===== src/rtl/ecc_point_add.sv =====
// Elliptic-curve point add/double over GF(p) with one shared modular multiplier.
// The latency is fixed: out_valid rises in the cycle after the 20th edge following the accepted in_valid.
module ecc_point_add #(
  parameter int W     = 6,
  parameter int EXP_W = 6
) (
  input  logic         clk,
  input  logic         rst_n,
  input  logic         in_valid,
  input  logic [5:0]   in_Px,
  input  logic [5:0]   in_Py,
  input  logic [5:0]   in_Qx,
  input  logic [5:0]   in_Qy,
  input  logic [5:0]   in_prime,
  input  logic [5:0]   in_a,
  output logic         out_valid,
  output logic [5:0]   out_Rx,
  output logic [5:0]   out_Ry
);

  typedef enum logic [2:0] {IDLE, NUM, INV, SLOPE, RX, RY, OUT} state_t;

  state_t      state_q, state_d;
  logic [3:0]  cnt_q, cnt_d;

  logic [W-1:0] px_q, py_q, qx_q, qy_q, p_q, a_q;
  logic [W-1:0] num_q, den_q, acc_q, s_q, t_q, rx_q, ry_q;
  logic         out_valid_q;
  logic [W-1:0] out_rx_q, out_ry_q;

  function automatic logic [W-1:0] sub_mod(input logic [W-1:0] x, input logic [W-1:0] y,
                                           input logic [W-1:0] p);
    logic [W:0] sum;
    sum = {1'b0, x} + {1'b0, p} - {1'b0, y};
    return W'(sum % {1'b0, p});
  endfunction

  // Shared multiplier operand select
  logic [W-1:0]   mul_a, mul_b, mul_r;
  logic [2*W-1:0] prod;
  logic           dbl, exp_bit, degen;
  logic [W-1:0]   exp_v;
  logic [2:0]     bidx;

  assign dbl   = (px_q == qx_q) && (py_q == qy_q);
  assign degen = (den_q == '0);
  assign exp_v = p_q - W'(2);
  assign bidx  = 3'(EXP_W - 1) - cnt_q[3:1];
  assign exp_bit = exp_v[bidx];

  always_comb begin
    mul_a = '0;
    mul_b = '0;
    case (state_q)
      NUM:   begin mul_a = px_q;  mul_b = px_q; end
      INV:   begin mul_a = acc_q; mul_b = cnt_q[0] ? den_q : acc_q; end
      SLOPE: begin mul_a = num_q; mul_b = acc_q; end
      RX:    begin mul_a = s_q;   mul_b = s_q; end
      RY:    begin mul_a = s_q;   mul_b = sub_mod(px_q, rx_q, p_q); end
      default: ;
    endcase
  end

  assign prod  = mul_a * mul_b;
  assign mul_r = W'(prod % {{W{1'b0}}, p_q});

  logic [W+2:0] n3;
  logic [W:0]   y2;
  logic [W+1:0] rxs;
  assign n3  = ({3'b0, t_q} << 1) + {3'b0, t_q} + {3'b0, a_q};
  assign y2  = {py_q, 1'b0};
  assign rxs = {2'b0, t_q} + {1'b0, p_q, 1'b0} - {2'b0, px_q} - {2'b0, qx_q};

  always_ff @(posedge clk or negedge rst_n) begin
    if (!rst_n) begin
      state_q <= IDLE;
      cnt_q   <= '0;
    end else begin
      state_q <= state_d;
      cnt_q   <= cnt_d;
    end
  end

  always_comb begin
    state_d = state_q;
    cnt_d   = cnt_q + 4'd1;
    case (state_q)
      IDLE:  begin cnt_d = '0; if (in_valid) state_d = NUM; end
      NUM:   if (cnt_q == 4'd1)  begin cnt_d = '0; state_d = INV;   end
      INV:   if (cnt_q == 4'd11) begin cnt_d = '0; state_d = SLOPE; end
      SLOPE: begin cnt_d = '0; state_d = RX; end
      RX:    if (cnt_q == 4'd1)  begin cnt_d = '0; state_d = RY;    end
      RY:    if (cnt_q == 4'd1)  begin cnt_d = '0; state_d = OUT;   end
      OUT:   begin cnt_d = '0; state_d = IDLE; end
      default: begin cnt_d = '0; state_d = IDLE; end
    endcase
  end

  always_ff @(posedge clk or negedge rst_n) begin
    if (!rst_n) begin
      px_q <= '0; py_q <= '0; qx_q <= '0; qy_q <= '0; p_q <= '0; a_q <= '0;
      num_q <= '0; den_q <= '0; acc_q <= '0; s_q <= '0; t_q <= '0;
      rx_q <= '0; ry_q <= '0;
      out_valid_q <= 1'b0; out_rx_q <= '0; out_ry_q <= '0;
    end else begin
      out_valid_q <= 1'b0;
      out_rx_q    <= '0;
      out_ry_q    <= '0;
      case (state_q)
        IDLE: if (in_valid) begin
          px_q <= in_Px; py_q <= in_Py; qx_q <= in_Qx; qy_q <= in_Qy;
          p_q  <= in_prime; a_q <= in_a;
          acc_q <= W'(1);
        end
        NUM: begin
          if (cnt_q == 4'd0) begin
            t_q   <= mul_r;
            den_q <= dbl ? W'(y2 % {1'b0, p_q}) : sub_mod(qx_q, px_q, p_q);
            num_q <= sub_mod(qy_q, py_q, p_q);
          end else if (dbl) begin
            num_q <= W'(n3 % {3'b0, p_q});
          end
        end
        // Square on even slots, multiply by den on odd slots when the exponent bit is set
        INV: if (!cnt_q[0] || exp_bit) acc_q <= mul_r;
        SLOPE: s_q <= mul_r;
        RX: begin
          if (cnt_q == 4'd0) t_q <= mul_r;
          else               rx_q <= W'(rxs % {2'b0, p_q});
        end
        RY: begin
          if (cnt_q == 4'd0) t_q <= mul_r;
          else               ry_q <= sub_mod(t_q, py_q, p_q);
        end
        OUT: begin
          out_valid_q <= 1'b1;
          // A zero denominator means the point at infinity, encoded as (0,0)
          out_rx_q    <= degen ? '0 : rx_q;
          out_ry_q    <= degen ? '0 : ry_q;
        end
        default: ;
      endcase
    end
  end

  assign out_valid = out_valid_q;
  assign out_Rx    = 6'(out_rx_q);
  assign out_Ry    = 6'(out_ry_q);

endmodule


===== config.mk =====
export PLATFORM = sky130hd
export DESIGN_NAME = ecc_point_add
export DESIGN_NICKNAME = d
export VERILOG_FILES = /design/src/rtl/ecc_point_add.sv
export SDC_FILE = /design/constraint.sdc
export NUM_CORES = 1
export LEC_CHECK = 0
export CAP_MARGIN = 20
export CORE_ASPECT_RATIO = 1.2
export CORE_UTILIZATION = 29
export DETAILED_ROUTE_END_ITERATION = 7
export GPL_TIMING_DRIVEN = 0
export PLACE_DENSITY = 0.49
export SLEW_MARGIN = 20
export SYNTH_ARGS = -nofsm -noshare
export SYNTH_HDL_FRONTEND = slang
export SYNTH_SLANG_ARGS = --single-unit

===== constraint.sdc =====
create_clock -name clk -period 96.4 [get_ports clk]
set_input_delay 19.28 -clock clk [delete_from_list [all_inputs] [get_ports clk]]
set_output_delay 19.28 -clock clk [all_outputs]
set_load 0.1 [all_outputs]

==> summary.txt, run 1 <==
Final layout
  • Fill cells: 6432
  • Area Overhead vs Synth: 11.5%
  • Commonest non-fill, non-tap cell in the layout: ha_1
  • Multi-input gate area in the final layout: 14500 sq um
  • Final nets: 2647
  • Storage element area: 2450 sq um
  • Fraction of layout cells with a size suffix above 1: 0.0565
  • Final instance area: 19800 sq um
  • Commonest non-fill, non-tap cells in the layout: ha_1, nand2_1, o21ai_0
  • Post-Layout Cell Count: 3055
  • Ant. Diodes: 0

Timing
  • RSZ-0062 raised after global routing: no
  • Worst rel slew slack: 0.305
  • Final hold vios: 0
  • Final Setup Violations: 0
  • Setup TNS: 0 ns
  • Period Utilization, post-route: 0.426
  • Tightest Pin Transition: 1.04 ns
  • Hold Slack: 0.475 ns
  • Slew Limit Fails: 0
  • Worst Clk Skew: 0.00984 ns
  • Min cycle time layout: 41.02 ns
  • Fmax: 24.4 MHz

Route
  • Vias/cell: 5.22
  • # DRC: 0
  • DR vias: 15954
  • WL/cell: 17.3 microns
  • Drt pass-1 iters: 5
  • ANT nets after route: 0
  • DR iter-0 viols: 661
  • Total wire length: 52800 microns

Critical path
  • WP data arrival: 41.23 ns
  • Family with the most delay on the worst path: compound AO/OA/AOI/OAI gates
  • Crit Path Category: flop to flop
  • Crit-path max cell delay: 0.80 ns
  • Crit-path slowest cell: dfrtp_2
  • Worst r2r dst: acc_q[2]$_DFFE_PN0P_
  • CP Max Fanout: 26
  • Required @ worst endpoint: 96.60 ns
  • RR Startpoint: p_q[0]$_DFFE_PN0P_
  • R2R depth: 170
  • Reg2Reg Setup Slack: 55.38 ns
  • Crit end category: flop
  • Worst Path Buf+Inv: 17
  • CP dominant cell by count: o21a_1
  • CP Launch Type: flop

GRT
  • Vias in the first global route: 16139
  • Initial antenna violation count: 0
  • First-pass GRT wire length: 85800 microns
  • Largest net degree at the start of global routing: 79
  • Total gr overflow: 0
  • Overall Global Routing Usage: 0.171

Hold path
  • Hold path depth: 1
  • Hold endpoint: ry_q[0]$_DFFE_PN0P_
  • Worst hold path type: flop to flop
  • Hold_sp: ry_q[0]$_DFFE_PN0P_

Logic synthesis
  • Synth Register Bits: 98
  • Mapped Cells: 2172
  • Synth async-reset ratio: 1.00
  • Post-synth EDFFs: 0
  • Syn Nets: 2577
  • YS warnings: 0
  • Per-instance average area after synthesis: 8.18 sq um
  • Register area share after synthesis: 0.138
  • Synth Cell Area: 17800 sq um
  • Netlist cell types: 91
  • Top FF cell, synth: dfrtp_1

Clock network
  • Clk sinks: 98
  • Htree depth: 3
  • TritonCTS buffer count: 9
  • Clk slew on worst S/H paths: 0.07 ns
  • Max clock buf depth: 2
  • Post-cts gate resize count: 0
  • Clk root buf: clkbuf_16
  • Worst-Skew Late Latency: 0.36 ns
  • Post-CTS Setup Inserts: 0
  • Hold Buf Count CTS: 0
  • CTS tree: yes

Floorplan
  • # IOs: 52
  • Die height: 273 microns
  • Die Wd: 228 microns
  • Die area: 62200 sq um
  • Cell Rows: 99
  • CORE AREA: 60700 sq um
  • Initial cell density of the core: 0.293

Placed design
  • IO buf count: 51
  • Placed cell areas: 19500 sq um
  • Placed cell count: 3039
  • Final HPWL DP: 42900 microns
  • Routability cong.: 0.858

Status
  • Status: completed

Run
  • Max Cap Viol: 0
## final cells by class
cell class              count  share of cell area
plain buffers              40             0.00821
clock buffers               9              0.0114
clock inverters             7             0.00543
inverters                 170              0.0329
multi-input cells        1864               0.733
flip-flops and latches     98               0.124
well taps                 808              0.0511
repair buffers             59              0.0344
## cells in the mapped netlist (8+ instances only)
cell type	number	share of area
nand2b_1	35	0.012
nand2_1	222	0.047
o31a_1	8	0.0039
fa_1	63	0.071
o21ai_0	166	0.047
a21oi_1	141	0.040
o21a_1	99	0.042
nand4_1	13	0.0046
xor2_1	38	0.019
o21bai_1	18	0.0076
o211ai_1	12	0.0051
nor2_1	149	0.031
dfrtp_1	98	0.14
inv_1	169	0.036
a21o_1	65	0.027
or3_1	13	0.0046
o21ai_1	14	0.0039
nor2b_1	26	0.0092
mux2_2	47	0.030
nor3_1	75	0.021
xnor2_1	76	0.037
or4_1	8	0.0034
and2_1	30	0.011
nand3_1	12	0.0034
ha_1	303	0.21
a22oi_1	12	0.0051
mux2i_1	57	0.032
clkbuf_1	34	0.0072
o31ai_1	23	0.0097
## routing by layer
layer / GRT usage / routed length (microns) / share of wire
met1: 0.211 / 23800 / 0.45
met3: 0.0162 / 1420 / 0.027
met4: 0.0479 / 1480 / 0.028
met2: 0.313 / 26100 / 0.49
met5: 0 / 0 / 0
## kinds of logic (layout without fill, tap and decap cells)
| kind of cell | Yosys count | after routing | share of synthesized area |
|---|---|---|---|
| buffers and inverters | 210 | 285 | 0.0451 |
| muxes | 110 | 110 | 0.0674 |
| and+or+nand+nor | 633 | 633 | 0.172 |
| xor gates and xnor gates | 114 | 114 | 0.0562 |
| DFF | 98 | 98 | 0.138 |
| AOI/OAI and AO/OA | 640 | 640 | 0.237 |
| adders and majority gates | 366 | 366 | 0.284 |
| other | 1 | 1 | 0.000211 |
## worst reg2reg max path: cells and delay by family, from the launching register on
kind                       cells  cell delay, ns
AOI/OAI and AO/OA             84           19.26
muxes                          9            2.91
adders and majority gates     26            8.54
buffers and inverters         17            2.71
and+or+nand+nor               34            6.63
DFF                            1            0.80
## sequential cells by signal, indices dropped and copies added (netlist names), 4 cells and up
register / cells
acc_q: 6
num_q: 6
qx_q: 6
py_q: 6
den_q: 6
px_q: 6
cnt_q: 4
s_q: 6
t_q: 6
qy_q: 6
rx_q: 6
p_q: 6
a_q: 6
out_Ry: 6
out_Rx: 6
ry_q: 6
## worst max-delay path by stage
stage | startpoint | endpoint | slack [ns] | depth (start not counted)
4_1_cts | p_q[0]$_DFFE_PN0P_ | acc_q[2]$_DFFE_PN0P_ | 55.24 | 170
2_1_floorplan | p_q[0]$_DFFE_PN0P_ | acc_q[0]$_DFFE_PN0P_ | 60.96 | 167
3_5_place_dp | p_q[0]$_DFFE_PN0P_ | acc_q[2]$_DFFE_PN0P_ | 55.34 | 170
3_3_place_gp | p_q[1]$_DFFE_PN0P_ | acc_q[2]$_DFFE_PN0P_ | 54.39 | 165
6_report | p_q[0]$_DFFE_PN0P_ | acc_q[2]$_DFFE_PN0P_ | 55.38 | 170
5_1_grt | p_q[0]$_DFFE_PN0P_ | acc_q[2]$_DFFE_PN0P_ | 52.06 | 170
## metrics by stage
stage	util	worst slack, ns
after global placement	0.318	54.39
final	0.326	55.38
after global routing	0.326	52.06
after CTS	0.326	55.24
after floorplan	-	60.96
after detailed placement	0.321	55.34
Power of run 1 is not shown: default switching activity piles up to over one toggle a cycle in this logic, so the estimate is an artifact.
==> run 2: changes to the inputs <==
==> constraint.sdc (replaced) <==
create_clock -name clk -period 38.8 [get_ports clk]
set_input_delay 7.76 -clock clk [delete_from_list [all_inputs] [get_ports clk]]
set_output_delay 7.76 -clock clk [all_outputs]
set_load 0.1 [all_outputs]
==> run 2 against run 1 <==
Clock-buffer cell count did not move. Utilization is 0.62 points higher. Register-to-register slack lost 53 ns. Via count up 0.34%. Critical path depth fell by 4. Die area is the same. Setup slack worse by 53 ns. Routed wire length up 1.3%.
==> summary.txt, run 2 (synthesis results as in run 1) <==
Critical path
  • Crit end category: flop
  • Family with the most delay on the worst path: compound AO/OA/AOI/OAI gates
  • Crit-path slowest cell: dfrtp_1
  • Worst Path Buf+Inv: 13 (-4)
  • R2R depth: 166 (-2.4%)
  • Required @ worst endpoint: 39.07 ns (-57.53 ns)
  • CP dominant cell by count: o21a_1
  • Crit path depth: 166 (-2.4%)
  • CP Max Fanout: 14 (-46%)
  • Crit Path Category: flop to flop
  • WP data arrival: 36.77 ns (-4.46 ns)
  • CP Launch Type: flop
  • Crit-path max cell delay: 0.78 ns (-0.02 ns)

GRT
  • Total gr overflow: 0 (unchanged)
  • Overall Global Routing Usage: 0.171 (about the same)
  • Vias in the first global route: 16158 (+0.12%)
  • Largest net degree at the start of global routing: 79 (unchanged)
  • First-pass GRT wire length: 85800 microns (about the same)
  • Initial antenna violation count: 0 (unchanged)

Hold path
  • Worst hold path type: flop to flop
  • Hold path depth: 1 (unchanged)

Final layout
  • Commonest non-fill, non-tap cell in the layout: ha_1
  • Final instance area: 20200 sq um (+1.9%)
  • Fraction of layout cells with a size suffix above 1: 0.0770 (+0.0205)
  • Utilization after layout: 0.332 (+0.00616)
  • Ant. Diodes: 0 (unchanged)
  • Area Overhead vs Synth: 13.6%
  • Final nets: 2659 (+0.45%)
  • Post-Layout Cell Count: 3067 (+0.39%)
  • Commonest non-fill, non-tap cells in the layout: ha_1, nand2_1, inv_1

Status
  • Status: completed

Floorplan
  • Cell Rows: 99 (unchanged)
  • Die area: 62200 sq um (unchanged)
  • Die height: 273 microns (unchanged)
  • Die Wd: 228 microns (unchanged)
  • CORE AREA: 60700 sq um (unchanged)
  • Initial cell density of the core: 0.293 (unchanged)
  • # IOs: 52 (unchanged)

Route
  • Total wire length: 53500 microns (+1.3%)
  • DR iter-0 viols: 713 (+7.9%)
  • Drt pass-1 iters: 5 (unchanged)
  • WL/cell: 17.5 microns (+0.91%)
  • DR vias: 16009 (+0.34%)
  • # DRC: 0 (unchanged)
  • ANT nets after route: 0 (unchanged)
  • Vias/cell: 5.22 (about the same)

Clock network
  • Clk slew on worst S/H paths: 0.07 ns (about the same)
  • Clk sinks: 98 (unchanged)
  • Max clock buf depth: 2 (unchanged)
  • TritonCTS buffer count: 9 (unchanged)
  • Htree depth: 3 (unchanged)
  • Worst-Skew Late Latency: 0.36 ns (about the same)
  • CTS tree: yes
  • Clk root buf: clkbuf_16

Run
  • Max Cap Viol: 0 (unchanged)

Placed design
  • Placed cell count: 3039 (unchanged)
  • Final HPWL DP: 42900 microns (unchanged)
  • Routability cong.: 0.858 (unchanged)
  • IO buf count: 51 (unchanged)
  • Placed cell areas: 19500 sq um (unchanged)

Timing
  • Slew Limit Fails: 0 (unchanged)
  • Worst Clk Skew: 0.0112 ns (+0.00132 ns)
  • Final Setup Violations: 0 (unchanged)
  • Min cycle time layout: 36.50 ns (-4.53 ns)
  • Worst rel slew slack: 0.321 (+0.0159)
  • Setup TNS: 0 ns (unchanged)
  • Fmax: 27.4 MHz (+12%)
  • Tightest Pin Transition: 1.01 ns (-0.0287 ns)
  • Period Utilization, post-route: 0.941 (+0.515)
  • Final hold vios: 0 (unchanged)
## run 2: worst paths after layout
path | from | to | slack (ns)
max | p_q[2]$_DFFE_PN0P_ | acc_q[0]$_DFFE_PN0P_ | 2.30
min | ry_q[0]$_DFFE_PN0P_ | ry_q[0]$_DFFE_PN0P_ | 0.48
max reg2reg | p_q[2]$_DFFE_PN0P_ | acc_q[0]$_DFFE_PN0P_ | 2.30
min reg2reg | ry_q[0]$_DFFE_PN0P_ | ry_q[0]$_DFFE_PN0P_ | 0.48
max in group asynchronous | rst_n | t_q[3]$_DFFE_PN0P_ | 30.86
min in group asynchronous | rst_n | py_q[5]$_DFFE_PN0P_ | 7.25
## run 2: cell type report
class	count	area, sq um
clock buffers	9	225
well taps	808	1010
plain buffers	38	159
fillers	6411	40500
repair buffers	73	806
clock inverters	7	108
flip-flops and latches	98	2460
inverters	170	666
multi-input cells	1864	14700
## run 2: stage by stage
| step | hold slack, ns | setup WS, ns |
|---|---|---|
| after global routing | 0.515 | -0.154 |
| after global placement | 0.457 | -3.21 |
| final | 0.478 | 2.30 |
| after detailed placement | 0.467 | -2.26 |
| after floorplan | 0.441 | 3.36 |
| after CTS | 0.483 | 0.0212 |
## run 2: what timing repair did
action                     in CTS  in global routing
resized for setup              20                 45
hold endpoints to repair        0                  0
setup endpoints to repair      18                 18
gates cloned                    0                  0
hold buffers                    0                  0
buffers inserted                1                 13
pin swaps                       1                  8
## run 2: worst register-to-register path, delay by kind of cell (launching register included)
kind,cells,cell delay (ns)
AND/OR/NAND/NOR,40,7.74
multiplexers,8,2.49
adder cells (fa/ha/maj),25,8.61
buffers and inverters,13,1.68
AO/OA/AOI/OAI,80,15.08
flip-flops,1,0.78
## run 2: per-layer routing
layer / vias up / track usage / routed length [microns]
li1: 7962 / - / -
met1: 7742 / 0.211 / 24300
met2: 239 / 0.312 / 26500
met3: 66 / 0.0162 / 1300
met4: 0 / 0.0491 / 1460
met5: - / 0 / 0
Power of run 2 is left out for the same reason.
